$ cat src/rtl/config_loader.sv
// config_loader
//   Streams host configuration words into a serial config_cell chain, LSB
//   first, and captures the bits falling out of the far end of the chain so
//   the previous contents can be read back while a new image is loaded.
//
// Parameters
//   size       configuration word width in bits
//   CHAIN_LEN  total number of cells in the chain (>= 1)
//
// Ports
//   config_clk    sole clock, rising edge
//   config_reset  synchronous reset, active low
//   start         begin a full-chain load (only looked at while idle)
//   abort         cancel a load in progress
//   wdata/wvalid  host word and its valid; wready marks the accepting cycle
//   cfg_bit       serial data to the first cell
//   cfg_shift_en  chain shift strobe (gates the chain's config clock)
//   cfg_return    last cell's output, sampled for readback
//   rdata/rvalid  readback word (LSB = first returned bit), one-cycle valid
//   busy          high whenever a load is in progress
//   done          one-cycle pulse when the whole chain has been written

module config_loader #(
  parameter int size      = 32,
  parameter int CHAIN_LEN = 96
) (
  input  logic            config_clk,
  input  logic            config_reset,
  input  logic            start,
  input  logic            abort,
  input  logic [size-1:0] wdata,
  input  logic            wvalid,
  output logic            wready,
  output logic            cfg_bit,
  output logic            cfg_shift_en,
  input  logic            cfg_return,
  output logic [size-1:0] rdata,
  output logic            rvalid,
  output logic            busy,
  output logic            done
);

  localparam int BW = $clog2(CHAIN_LEN + 1);
  localparam int WW = $clog2(size + 1);
  localparam int RW = (size > 1) ? $clog2(size) : 1;

  localparam logic [BW-1:0] LAST_BIT = BW'(CHAIN_LEN - 1);
  localparam logic [RW-1:0] LAST_POS = RW'(size - 1);

  typedef enum logic [1:0] {IDLE, LOAD, SHIFT, DONE} state_t;

  state_t          state_reg;
  logic [size-1:0] sreg_reg;
  logic [BW-1:0]   bitcnt_reg;
  logic [WW-1:0]   wbits_reg;
  logic [RW-1:0]   rpos_reg;
  logic [size-1:0] acc_reg;
  logic [size-1:0] rdata_reg;
  logic            rvalid_reg;

  logic [size-1:0] acc_next;
  logic [31:0]     remaining;
  logic [WW-1:0]   wbits_load;
  logic            last_chain_bit;
  logic            word_full;

  // Bits still owed to the chain decide how much of the next word is used;
  // the final word of a non-multiple chain keeps only its low bits.
  assign remaining  = 32'(CHAIN_LEN) - 32'(bitcnt_reg);
  assign wbits_load = (remaining > 32'(size)) ? WW'(size) : WW'(remaining);

  assign last_chain_bit = (bitcnt_reg == LAST_BIT);
  assign word_full      = (rpos_reg == LAST_POS);

  // Returned bit lands at the position given by how many bits of the current
  // readback word have already come back.
  for (genvar gi = 0; gi < size; gi++) begin : g_acc
    assign acc_next[gi] = (rpos_reg == RW'(gi)) ? cfg_return : acc_reg[gi];
  end

  always_ff @(posedge config_clk) begin
    if (!config_reset) begin
      state_reg  <= IDLE;
      sreg_reg   <= '0;
      bitcnt_reg <= '0;
      wbits_reg  <= '0;
      rpos_reg   <= '0;
      acc_reg    <= '0;
      rdata_reg  <= '0;
      rvalid_reg <= 1'b0;
    end else begin
      rvalid_reg <= 1'b0;
      unique case (state_reg)
        IDLE: begin
          // abort beats a simultaneous start
          if (start && !abort) begin
            state_reg  <= LOAD;
            bitcnt_reg <= '0;
            rpos_reg   <= '0;
            acc_reg    <= '0;
          end
        end
        LOAD: begin
          if (abort) begin
            state_reg <= IDLE;
          end else if (wvalid) begin
            sreg_reg  <= wdata;
            wbits_reg <= wbits_load;
            state_reg <= SHIFT;
          end
        end
        SHIFT: begin
          if (abort) begin
            // The strobe is suppressed this cycle, so the bit being returned
            // is not captured and no partial readback word is released.
            state_reg <= IDLE;
          end else begin
            sreg_reg   <= sreg_reg >> 1;
            bitcnt_reg <= bitcnt_reg + BW'(1);
            wbits_reg  <= wbits_reg - WW'(1);
            if (word_full || last_chain_bit) begin
              rdata_reg  <= acc_next;
              rvalid_reg <= 1'b1;
              acc_reg    <= '0;
              rpos_reg   <= '0;
            end else begin
              acc_reg  <= acc_next;
              rpos_reg <= rpos_reg + RW'(1);
            end
            if (wbits_reg == WW'(1)) begin
              state_reg <= last_chain_bit ? DONE : LOAD;
            end
          end
        end
        DONE: begin
          state_reg <= IDLE;
        end
        default: begin
          state_reg <= IDLE;
        end
      endcase
    end
  end

  // abort masks the handshake, strobe and completion in the very cycle it is
  // raised, so nothing moves while the loader is being cancelled.
  assign busy         = (state_reg != IDLE);
  assign wready       = (state_reg == LOAD) && !abort;
  assign cfg_shift_en = (state_reg == SHIFT) && !abort;
  assign cfg_bit      = cfg_shift_en && sreg_reg[0];
  assign done         = (state_reg == DONE) && !abort;
  assign rdata        = rdata_reg;
  assign rvalid       = rvalid_reg;

endmodule
$ cat config.mk
export PLATFORM = sky130hd
export DESIGN_NAME = config_loader
export DESIGN_NICKNAME = d
export VERILOG_FILES = /design/src/rtl/config_loader.sv
export SDC_FILE = /design/constraint.sdc
export NUM_CORES = 1
export LEC_CHECK = 0
export CAP_MARGIN = 20
export CORE_AREA = 2 2 107 119
export DETAILED_ROUTE_END_ITERATION = 7
export DIE_AREA = 0 0 109 121
export GPL_ROUTABILITY_DRIVEN = 0
export PLACE_DENSITY = 0.69
export SKIP_CTS_REPAIR_TIMING = 1
export SLEW_MARGIN = 25
export SYNTH_ARGS = -nofsm -noshare
export SYNTH_HDL_FRONTEND = slang
export SYNTH_SLANG_ARGS = --single-unit
export TNS_END_PERCENT = 20
$ cat constraint.sdc
create_clock -name config_clk -period 3.7 [get_ports config_clk]
set_clock_uncertainty 0.05 [all_clocks]
set_input_delay 0.37 -clock config_clk [delete_from_list [all_inputs] [get_ports config_clk]]
set_output_delay 0.37 -clock config_clk [all_outputs]
set_load 0.1 [all_outputs]
* Word level (Yosys, flattened, before mapping)
Index checks and enable logic that the tools add are counted.
** Word-level totals
- Output and inout bits :: 38
- Input port bits :: 38
- Flip-flop bits (word level) :: 117
** Operators by class
- Multiplexer cells :: 60
- Order comparisons :: 1
- Reductions and logical operators :: 17
- Add/sub/neg operators :: 4
- Bitwise operators :: 3
- Equal/unequal tests :: 42
** Operators by type and width (count)
- 32-bit two-way mux :: 6
- 32-bit one-hot mux with 2 select lines :: 2
- 5-bit == test, second input constant :: 16
- 5-bit by 4-bit == test with 1-bit output, second input constant :: 8
- 1-bit two-way mux :: 33
- 32-bit by 6-bit greater-than comparator with 1-bit output, second input constant :: 1
- 6-bit two-way mux :: 4
- 5-bit by 3-bit == test with 1-bit output, second input constant :: 4
- 5-bit two-way mux :: 3
- 7-bit two-way mux :: 2
- 7-bit one-hot mux with 2 select lines :: 1
- 2-bit two-way mux :: 6
- 6-bit one-hot mux with 2 select lines :: 1
- 5-bit by 2-bit == test with 1-bit output, second input constant :: 2
- 5-bit one-hot mux with 2 select lines :: 1
- 3-bit AND reduction :: 3
- 2-bit != test, second input constant :: 4
- 2-bit one-hot mux with 4 select lines :: 1
- 7-bit by 7-bit subtractor with 8-bit output, first input constant :: 1
- 7-bit by 1-bit adder with 7-bit output, second input constant :: 1
- 7-bit == test, second input constant :: 1
- 6-bit by 1-bit == test with 1-bit output, second input constant :: 1
- 3-bit != test, second input constant :: 2
- 2-bit nonzero test :: 3
- other kinds (13) :: 20

* Depth between registers and ports, before layout
Gate-level depths: netlist of run 1.
- Depth after elaboration :: 6
- Depth in mapped cells :: 9
- Mapped depth without buffers :: 7

* Least setup slack after synthesis of run 1
Ideal clock, no wire load.
- Path kind :: register to output
- Start point :: register state_reg[1]
- End point :: output cfg_bit
- Data required time :: 3280 ps
- Cell stages (with the launch flop) :: 6
- Arrival :: 2360 ps
- Setup slack :: 920 ps
- Buffers on the path :: 2
- Cell sequence :: dfxtp_1 -> buf_2 -> nand2b_1 -> buf_4 -> nor2_2 -> and2_1
** On the way
- Longest elaborated chain between the ends :: 3
** RTL lines
- start: declaration :: RTL line 52 : state_t state_reg;
- start signal: assignment :: RTL line 131 : state_reg <= last_chain_bit ? DONE : LOAD;
- 2-bit == test :: RTL line 149 : assign cfg_shift_en = (state_reg == SHIFT) && !abort;
- 1-bit logical AND :: RTL line 149
- via cfg_shift_en :: RTL line 35 : output logic cfg_shift_en,
- 1-bit logical AND :: RTL line 150 : assign cfg_bit = cfg_shift_en && sreg_reg[0];
- end: declaration :: RTL line 34 : output logic cfg_bit,
The timed path passes the listed nets, and every way through them passes these cells.

* Final worst setup path of run 1
- Start point :: register rpos_reg[0]
- End point :: register acc_reg[15]
** On the way
- Longest elaborated chain between the ends :: 5
** RTL lines
- start: declaration :: RTL line 56 : logic [RW-1:0] rpos_reg;
- start signal: assignment :: RTL line 128 : rpos_reg <= rpos_reg + RW'(1);
- 5-bit by 4-bit == test with 1-bit output or 5-bit == test (tied branches) :: RTL line 78, 73
- 1-bit two-way mux or 1-bit logical OR (tied branches) :: RTL line 78, 121
- 32-bit two-way mux * :: RTL line 121 : if (word_full || last_chain_bit) begin
- 32-bit two-way mux * :: RTL line 113 : if (abort) begin
- 32-bit one-hot mux with 2 select lines * :: RTL line 93 : unique case (state_reg)
- end signal: assignment :: RTL line 127 : acc_reg <= acc_next;
- end: declaration :: RTL line 57 : logic [size-1:0] acc_reg;
Mark *: on every way between the ends. The rest lies on a longest branch, timed or not. The select of a mux whose other input is x is not followed.
A chain may end at the register's enable or synchronous reset.

==> results of run 1 <==
[worst max-delay path, delay by kind of cell, from the launching register on]
family	cells	cell delay (ps)
buffers and inverters	1	330
and+or+nand+nor	2	970
DFF	1	380
adders and majority gates	2	550
AOI/OAI and AO/OA	2	260
[per-stage QoR]
step | setup slack, ps | instance area, µm² | utilization [%] | power [mW]
6_report | 1070 | 6880 | 57.7 | 3.08
5_1_grt | 876 | 6880 | 57.7 | 3.19
4_1_cts | 1060 | 6880 | 57.7 | 3.11
3_5_place_dp | 861 | 6280 | 52.7 | 1.46
3_3_place_gp | 975 | 6280 | 52.7 | 1.46
2_1_floorplan | 920 | 5520 | - | 1.40
[power groups by stage]
stage	Combinational, mW	Clock, mW	Sequential [mW]
final	0.153	1.65	1.28
after global routing	0.168	1.74	1.29
after CTS	0.154	1.68	1.28
after detailed placement	0.152	0	1.31
after global placement	0.149	0	1.31
after floorplan	0.0900	0	1.31
[final cells by class]
type                            count  area (µm²)
Clock inverter                     12         156
Inverter                           10        37.5
Timing Repair Buffer               82         801
Fill cell                        1055        5050
Sequential cell                   117        2340
Clock buffer                       19         443
Tap cell                          154         193
Multi-Input combinational cell    465        2910
[path summary, 6_finish.rpt]
kind,endpoint,slack (ps)
hold / removal,acc_reg[31]$_SDFFE_PN0P_,420
setup reg to reg,acc_reg[15]$_SDFFE_PN0P_,1070
setup / recovery,acc_reg[15]$_SDFFE_PN0P_,1070
hold reg to reg,acc_reg[31]$_SDFFE_PN0P_,420
[routing by layer]
| metal | wire, µm | GRT usage, % | part of all wire [%] | vias up |
|---|---|---|---|---|
| li1 | - | - | - | 2337 |
| met1 | 5740 | 24.9 | 44 | 2224 |
| met2 | 6630 | 35.4 | 51 | 95 |
| met3 | 539 | 5.80 | 4.1 | 14 |
| met4 | 169 | 7.37 | 1.3 | 0 |
| met5 | 0 | 0 | 0 | - |
[cell families after synthesis]
group / after synthesis
AO/OA/AOI/OAI: 108
XOR/XNOR: 12
adder cells (fa/ha/maj): 11
buffers and inverters: 64
flip-flops: 117
multiplexers: 63
AND/OR/NAND/NOR: 271
[cell usage after synthesis (2+ instances only)]
| library cell | instances |
|---|---|
| nor2_1 | 135 |
| dfxtp_1 | 117 |
| nand2_1 | 79 |
| a311oi_1 | 33 |
| mux2i_1 | 32 |
| a22oi_1 | 31 |
| clkbuf_1 | 31 |
| mux2_2 | 30 |
| buf_2 | 16 |
| nand2b_1 | 13 |
| o21ai_0 | 12 |
| ha_1 | 11 |
| nand3_1 | 11 |
| a21oi_1 | 10 |
| inv_1 | 9 |
| nor3_1 | 7 |
| xnor2_1 | 7 |
| buf_4 | 6 |
| xor2_1 | 5 |
| a211oi_1 | 4 |
| and2_1 | 4 |
| and3_1 | 3 |
| nor4b_1 | 3 |
| or2_2 | 3 |
| o211ai_1 | 2 |
| o21ai_1 | 2 |
| o31ai_1 | 2 |
| o41ai_1 | 2 |
==> impl_results.md, run 1 <==
- WL final: 13,100 µm
- Crit path DAT: 2910 ps
- Hpwl dp: 8630 µm
- H-tree depth: 4
- Sequential fraction of the synthesis area: 42.4%
- Clk sinks: 117
- RSZ-0062 raised after global routing: no
- Critical Path Source: rpos_reg[0]$_SDFFE_PN0P_
- Final antenna-violating net count: 0
- Die area: 0.0132 mm²
- Asr flop ratio synth: 0%
- Chip Height: 121 µm
- XOR/XNOR Fraction of Synth Area: 1.90%
- Max stage delay on crit path: 750 ps
- Root buffer cell: clkbuf_16
- Synth Area in Adders: 2.49%
- Clk pwr share: 53.4%
- Worst VDD drop: 354 µV
- Most common cell after layout, fill and taps aside: nor2_1
- Pre-antenna DRT Iters: 5
- Period minus WS final: 2630 ps
- Post-synth EDFFs: 0
- Hold crit path type: flip-flop to flip-flop
- Post-Synth Simple-Gate Area: 21.3%
- Initial core utilization: 46.3%
- Syn_nets: 695
- Critical Path Source Type: flip-flop
- CTS tree: built
- Clk buf depth: 2
- R2r startpoint: rpos_reg[0]$_SDFFE_PN0P_
- Final Max Tran Viols: 0
- Commonest cells after routing, fill and taps aside: 135 x nor2_1, 117 x dfxtp_1, 79 x nand2_1
- Post-Layout Cell Count: 859
- Slew @ Worst Pin: 1020 ps
- Mapped Cells: 646
- Ys flop type: dfxtp_1
- Cell taking the most area after synthesis: dfxtp_1
- Die W: 109 µm
- DRT iter0 DRCs: 341
- Gr ovfl total: 0
- Status: completed
- Netlist cell types: 54
- Data required, critical path: 3980 ps
- Area Growth Syn to Fin: 24.5%
- Main combinational cell family by area after synthesis: simple AND/OR/NAND/NOR gates
- Nets: 742
- Post-DR vias/cell: 5.44
- Worst hold slack: 416 ps
- Sequential power share: 41.7%
- #FFs+latches synth: 117
- Mapped Area: 0.00552 mm²
- DR vias: 4,670
- Clock transition at the registers of the reported paths: 50 ps
- Port bufs: 75
- Worst R2R Path Depth: 7
- Clock Latency Late Sink: 410 ps
- WS Path Type: flip-flop to flip-flop
- Initial antenna violation count: 0
- Post-Place Cells: 828
- Critical Path End Type: flip-flop
- Complex-gate fraction of the synthesized area: 14.5%
- Num rows: 42
- Yosys warning total: 0
- Vias in the first global route: 4,747
- All-Layer GR Usage: 20.8%
- Cell internal pwr: 2.41 mW
- Slew Limit Headroom: 31.7%
- Post-synthesis mux area share: 12.2%
- Comb pwr share: 4.9%
- Ratio of cells with drive above 1 in the final layout: 11.8%
- # diodes: 0
- Sw Ratio: 21.9%
- CTS buffer count: 17
- Final setup violation count: 0
- Top-area cell type share of the netlist area: 42.4%
- Fmax: 380 MHz
- Critical path's slowest cell: nor4_4
- Total negative slack: 0 ps
- Critical path fanouts, max: 15
- Largest net degree at the start of global routing: 71
- CP most frequent cell: ha_1
- Avg Cell Area, Syn: 8.55 µm²
- CP cell instances: ha_1 > and3_1 > ha_1 > nor4_4 > buf_4 > a21oi_1 > o21ai_0
- Max cap viols: 0
- HP Start: acc_reg[31]$_SDFFE_PN0P_
- Top cells by area, synth: dfxtp_1 42%, nor2_1 9.2%, mux2_2 6.1%
- Leak: 2.43 nW
- Fin crit share: 71.1%
- Top Ports: 76
- Worst Hold Path Cells: 1
- Core Footprint: 0.0119 mm²
- Remaining DRCs: 0
- DR WL/cell: 15.2 µm
- Total net switching power: 0.674 mW
- Final Hold Viols: 0
- Global-route wire length before repair: 21,800 µm
- Power Density: 448 mW/mm²
Note: power is estimated with default switching activity, not from simulation.
==> inputs of run 2 (changes only) <==
--- a/config.mk
+++ b/config.mk
@@ -10,7 +10,7 @@
 export DETAILED_ROUTE_END_ITERATION = 7
 export DIE_AREA = 0 0 109 121
 export GPL_ROUTABILITY_DRIVEN = 0
-export PLACE_DENSITY = 0.69
+export PLACE_DENSITY = 0.72
 export SKIP_CTS_REPAIR_TIMING = 1
 export SLEW_MARGIN = 25
 export SYNTH_ARGS = -nofsm -noshare
==> constraint.sdc (replaced) <==
create_clock -name config_clk -period 2.3 [get_ports config_clk]
set_clock_uncertainty 0.05 [all_clocks]
set_input_delay 0.23 -clock config_clk [delete_from_list [all_inputs] [get_ports config_clk]]
set_output_delay 0.23 -clock config_clk [all_outputs]
set_load 0.1 [all_outputs]
==> run 2 against run 1 <==
  * Worst setup slack got worse by 950 ps
  * Worst hold slack worse by 75 ps
  * Largest power group unchanged
  * Power increased by 58%
  * Critical path depth shrank 1
  * Flip-flop and latch count unchanged
  * Final cell count is 1.0% higher
==> impl_results.md, run 2 (synthesis gave the netlist of run 1 again) <==
- Clk pwr share: 52.1%
- DR vias: 4,803
- # fillers: 1,082
- Final Core Density: 58.4%
- Post-DP Area: 0.00636 mm²
- Ratio of cells with drive above 1 in the final layout: 17.1%
- Global-route wire length before repair: 22,000 µm
- Die area: 0.0132 mm²
- Area Growth Syn to Fin: 26.2%
- Nets: 752
- Hpwl dp: 8560 µm
- CTS buffer count: 17
- Slew @ Worst Pin: 707 ps
- Pre-antenna DRT Iters: 5
- Max stage delay on crit path: 470 ps
- Cell internal pwr: 3.86 mW
- Clock Latency Late Sink: 410 ps
- Data required, critical path: 2020 ps
- DRT iter0 DRCs: 388
- Critical Path End Type: output pin
- Clk sinks: 117
- Critical Path Source Type: flip-flop
- Clock transition at the registers of the reported paths: 50 ps
- Max cap viols: 0
- Core Footprint: 0.0119 mm²
- Post-Place Worst Slack: 66.5 ps
- CTS tree: built
- Initial antenna violation count: 0
- Post-DR vias/cell: 5.53
- Power Density: 701 mW/mm²
- Worst VDD drop: 453 µV
- Fmax: 459 MHz
- WL final: 13,400 µm
- Sw Ratio: 20.9%
- Final Hold Viols: 0
- Vias in the first global route: 4,650
- Fin crit share: 94.8%
- Comb pwr share: 5.5%
- Final setup margin: 120 ps
- Commonest cells after routing, fill and taps aside: 135 x nor2_1, 117 x dfxtp_1, 79 x nand2_1
- Initial core utilization: 46.3%
- Critical path's slowest cell: dfxtp_1
- DR WL/cell: 15.5 µm
- Clk buf depth: 2
- Gr ovfl total: 0
- Num rows: 42
- Status: completed
- Period minus WS final: 2180 ps
- Sequential power share: 42.4%
- WS Path Type: flip-flop to output pin
- Largest net degree at the start of global routing: 73
- Root buffer cell: clkbuf_16
- CP most frequent cell: buf_4
- # diodes: 0
- Die W: 109 µm
- Remaining DRCs: 0
- H-tree depth: 4
- Total net switching power: 1.02 mW
- Leak: 2.58 nW
- Design Area, Final: 0.00697 mm²
- Most common cell after layout, fill and taps aside: nor2_1
- Critical path fanouts, max: 9
- Post-Layout Cell Count: 868
- Port bufs: 75
- All-Layer GR Usage: 21.0%
- Final setup violation count: 0
- Hold crit path type: input port to flip-flop
- Crit path DAT: 1900 ps
- Final Max Tran Viols: 0
- Final antenna-violating net count: 0
- Chip Height: 121 µm
- Top Ports: 76
- Post-Place Cells: 836
- CP cell instances: nand2b_2 > buf_4 > nor2_4 > buf_4 > and2_1 > buf_12
- Slew Limit Headroom: 52.9%
[run 2: power groups by stage]
| stage | Clock [mW] | Combinational [mW] | Sequential [mW] |
|---|---|---|---|
| after CTS | 2.59 | 0.266 | 2.07 |
| after global routing | 2.69 | 0.292 | 2.07 |
| after floorplan | 0 | 0.145 | 2.10 |
| after detailed placement | 0 | 0.263 | 2.11 |
| after global placement | 0 | 0.258 | 2.11 |
| final | 2.55 | 0.268 | 2.07 |
[run 2: area by class of cell]
class	count	area (µm²)	area share, %
clock buffers	26	499	7.16
multi-input cells	465	2910	41.8
inverters	10	37.5	0.539
repair buffers	92	913	13.1
well taps	154	193	2.76
flip-flops and latches	117	2340	33.6
clock inverters	4	70.1	1.01
[run 2: worst paths after layout]
check	start	endpoint	slack (ps)	depth (start not counted)
setup / recovery	state_reg[0]$_SDFFE_PN0P_	cfg_bit	120	6
setup reg to reg	rpos_reg[0]$_SDFFE_PN0P_	rpos_reg[3]$_SDFFE_PN0P_	130	7
hold reg to reg	wbits_reg[5]$_SDFFE_PN0P_	wbits_reg[5]$_SDFFE_PN0P_	400	2
hold / removal	wdata[27]	sreg_reg[27]$_SDFFE_PN0P_	340	3
[run 2: critical path, delay by kind of cell (launching register included)]
kind / cells / cell delay, ps
flip-flops: 1 / 470
AND/OR/NAND/NOR: 3 / 460
buffers and inverters: 3 / 550
[run 2: routing by layer]
layer	GRT usage (%)	vias up	wire (µm)
li1	-	2348	-
met1	25.4	2317	5930
met2	35.9	112	6710
met3	4.73	26	528
met4	8.17	0	274
met5	0	-	0
[run 2: through the flow]
step	power [mW]	hold slack [ps]	TNS (ps)
floorplan	2.25	342	0
global placement	2.37	397	0
detailed placement	2.37	400	0
CTS	4.92	325	0
global route	5.05	346	-5.09
finish	4.88	341	0
==> inputs of run 3 (changes only) <==
--- a/config.mk
+++ b/config.mk
@@ -6,9 +6,9 @@
 export NUM_CORES = 1
 export LEC_CHECK = 0
 export CAP_MARGIN = 20
-export CORE_AREA = 2 2 107 119
+export CORE_AREA = 4 4 109 121
 export DETAILED_ROUTE_END_ITERATION = 7
-export DIE_AREA = 0 0 109 121
+export DIE_AREA = 0 0 113 125
 export GPL_ROUTABILITY_DRIVEN = 0
 export PLACE_DENSITY = 0.72
 export SKIP_CTS_REPAIR_TIMING = 1
==> run 3 against run 2 <==
  * Die area up 7.1%
  * Flip-flop and latch count did not move
  * Worst setup slack gained 74 ps
  * Critical endpoint unchanged
==> impl_results.md, run 3 (synthesis gave the netlist of run 1 again) <==
- Status: completed
- Clock transition at the registers of the reported paths: 50 ps
- DRT iter0 DRCs: 392
- Nets: 751
- Final Max Tran Viols: 0
- Final setup violation count: 0
- Pre-antenna DRT Iters: 4
- Initial core utilization: 46.3%
- Final setup margin: 194 ps
- Hold crit path type: input port to flip-flop
- Port bufs: 75
- DR vias: 4,783
- Gr ovfl total: 0
- Die W: 113 µm
- Period minus WS final: 2110 ps
- H-tree depth: 4
- All-Layer GR Usage: 18.6%
- Global-route wire length before repair: 21,900 µm
- Register area: 0.00234 mm²
- WS Path Type: flip-flop to output pin
- Initial antenna violation count: 0
- Leak: 2.57 nW
- # diodes: 0
- Clk sinks: 117
- Chip Height: 125 µm
- Post-Place Worst Slack: 129 ps
- CTS buffer count: 17
- Worst VDD drop: 546 µV
- Total negative slack: 0 ps
- Tot Pwr: 4.81 mW
- Fmax: 475 MHz
- CTS tree: built
- Die area: 0.0141 mm²
- Area Growth Syn to Fin: 26.1%
- Clock Latency Late Sink: 410 ps
- Slew @ Worst Pin: 482 ps
- RSZ-0062 raised after global routing: no
- Hpwl dp: 8820 µm
- # fillers: 1,034
- Commonest cells after routing, fill and taps aside: 135 x nor2_1, 117 x dfxtp_1, 79 x nand2_1
- Crit path DAT: 1830 ps
- Area of the multi-input gates: 0.00291 mm²
- Ratio of cells with drive above 1 in the final layout: 17.3%
- Max cap viols: 0
- Vias in the first global route: 4,693
- Data required, critical path: 2020 ps
- Final Hold Viols: 0
- WL final: 13,100 µm
- Most common cell after layout, fill and taps aside: nor2_1
- Critical Path Source Type: flip-flop
- Final antenna-violating net count: 0
- Power Density: 690 mW/mm²
- Num rows: 42
- Post-DR vias/cell: 5.50
- Critical Path End Type: output pin
- Core Footprint: 0.0119 mm²
- Fin crit share: 91.6%
- Root buffer cell: clkbuf_16
- Largest net degree at the start of global routing: 73
- DR WL/cell: 15.1 µm
- Critical path fanouts, max: 10
- Clk buf depth: 2
- Top Ports: 76
- Remaining DRCs: 0
- Slew Limit Headroom: 67.4%
==> run 3: metrics by stage <==
step	cells	util, %	area [µm²]	hold WS [ps]
final	869	58.4	6970	349
after global routing	869	58.4	6970	363
after CTS	868	58.2	6940	333
after detailed placement	836	53.5	6380	401
after global placement	836	53.5	6380	395
after floorplan	646	-	5530	342
==> run 3: where the power goes <==
part / leakage (nW) / switching, mW / total (mW) / internal [mW]
clock: 0.276 / 0.882 / 2.47 / 1.59
combinational: 1.35 / 0.147 / 0.268 / 0.121
sequential: 0.944 / 0.0157 / 2.07 / 2.05
total: 2.57 / 1.04 / 4.81 / 3.76
==> run 3: final timing paths <==
check | start | to | slack [ps] | depth (start not counted)
max | state_reg[1]$_SDFFE_PN0P_ | cfg_bit | 190 | 4
max reg2reg | rpos_reg[1]$_SDFFE_PN0P_ | rpos_reg[3]$_SDFFE_PN0P_ | 200 | 7
min | wdata[16] | sreg_reg[16]$_SDFFE_PN0P_ | 350 | 3
min reg2reg | wbits_reg[5]$_SDFFE_PN0P_ | wbits_reg[5]$_SDFFE_PN0P_ | 410 | 2
==> run 3: metal layers <==
metal	vias up	wire [µm]	track usage (%)
met4	0	274	7.21
li1	2356	-	-
met5	-	0	0
met1	2300	5650	22.4
met3	22	707	5.61
met2	105	6460	30.9
==> run 3: layout make-up <==
type                            count  share of cell area [%]
Inverter                           10                   0.539
Timing Repair Buffer               91                    13.2
Sequential cell                   117                    33.6
Clock inverter                      8                    1.06
Tap cell                          154                    2.77
Clock buffer                       24                    7.06
Multi-Input combinational cell    465                    41.8
==> run 3: critical path, cell delays in order (launching register included) <==
cell      delay, ps
dfxtp_1         460
nand2b_1        300
nor2_4          260
and2_1          210
buf_12          180
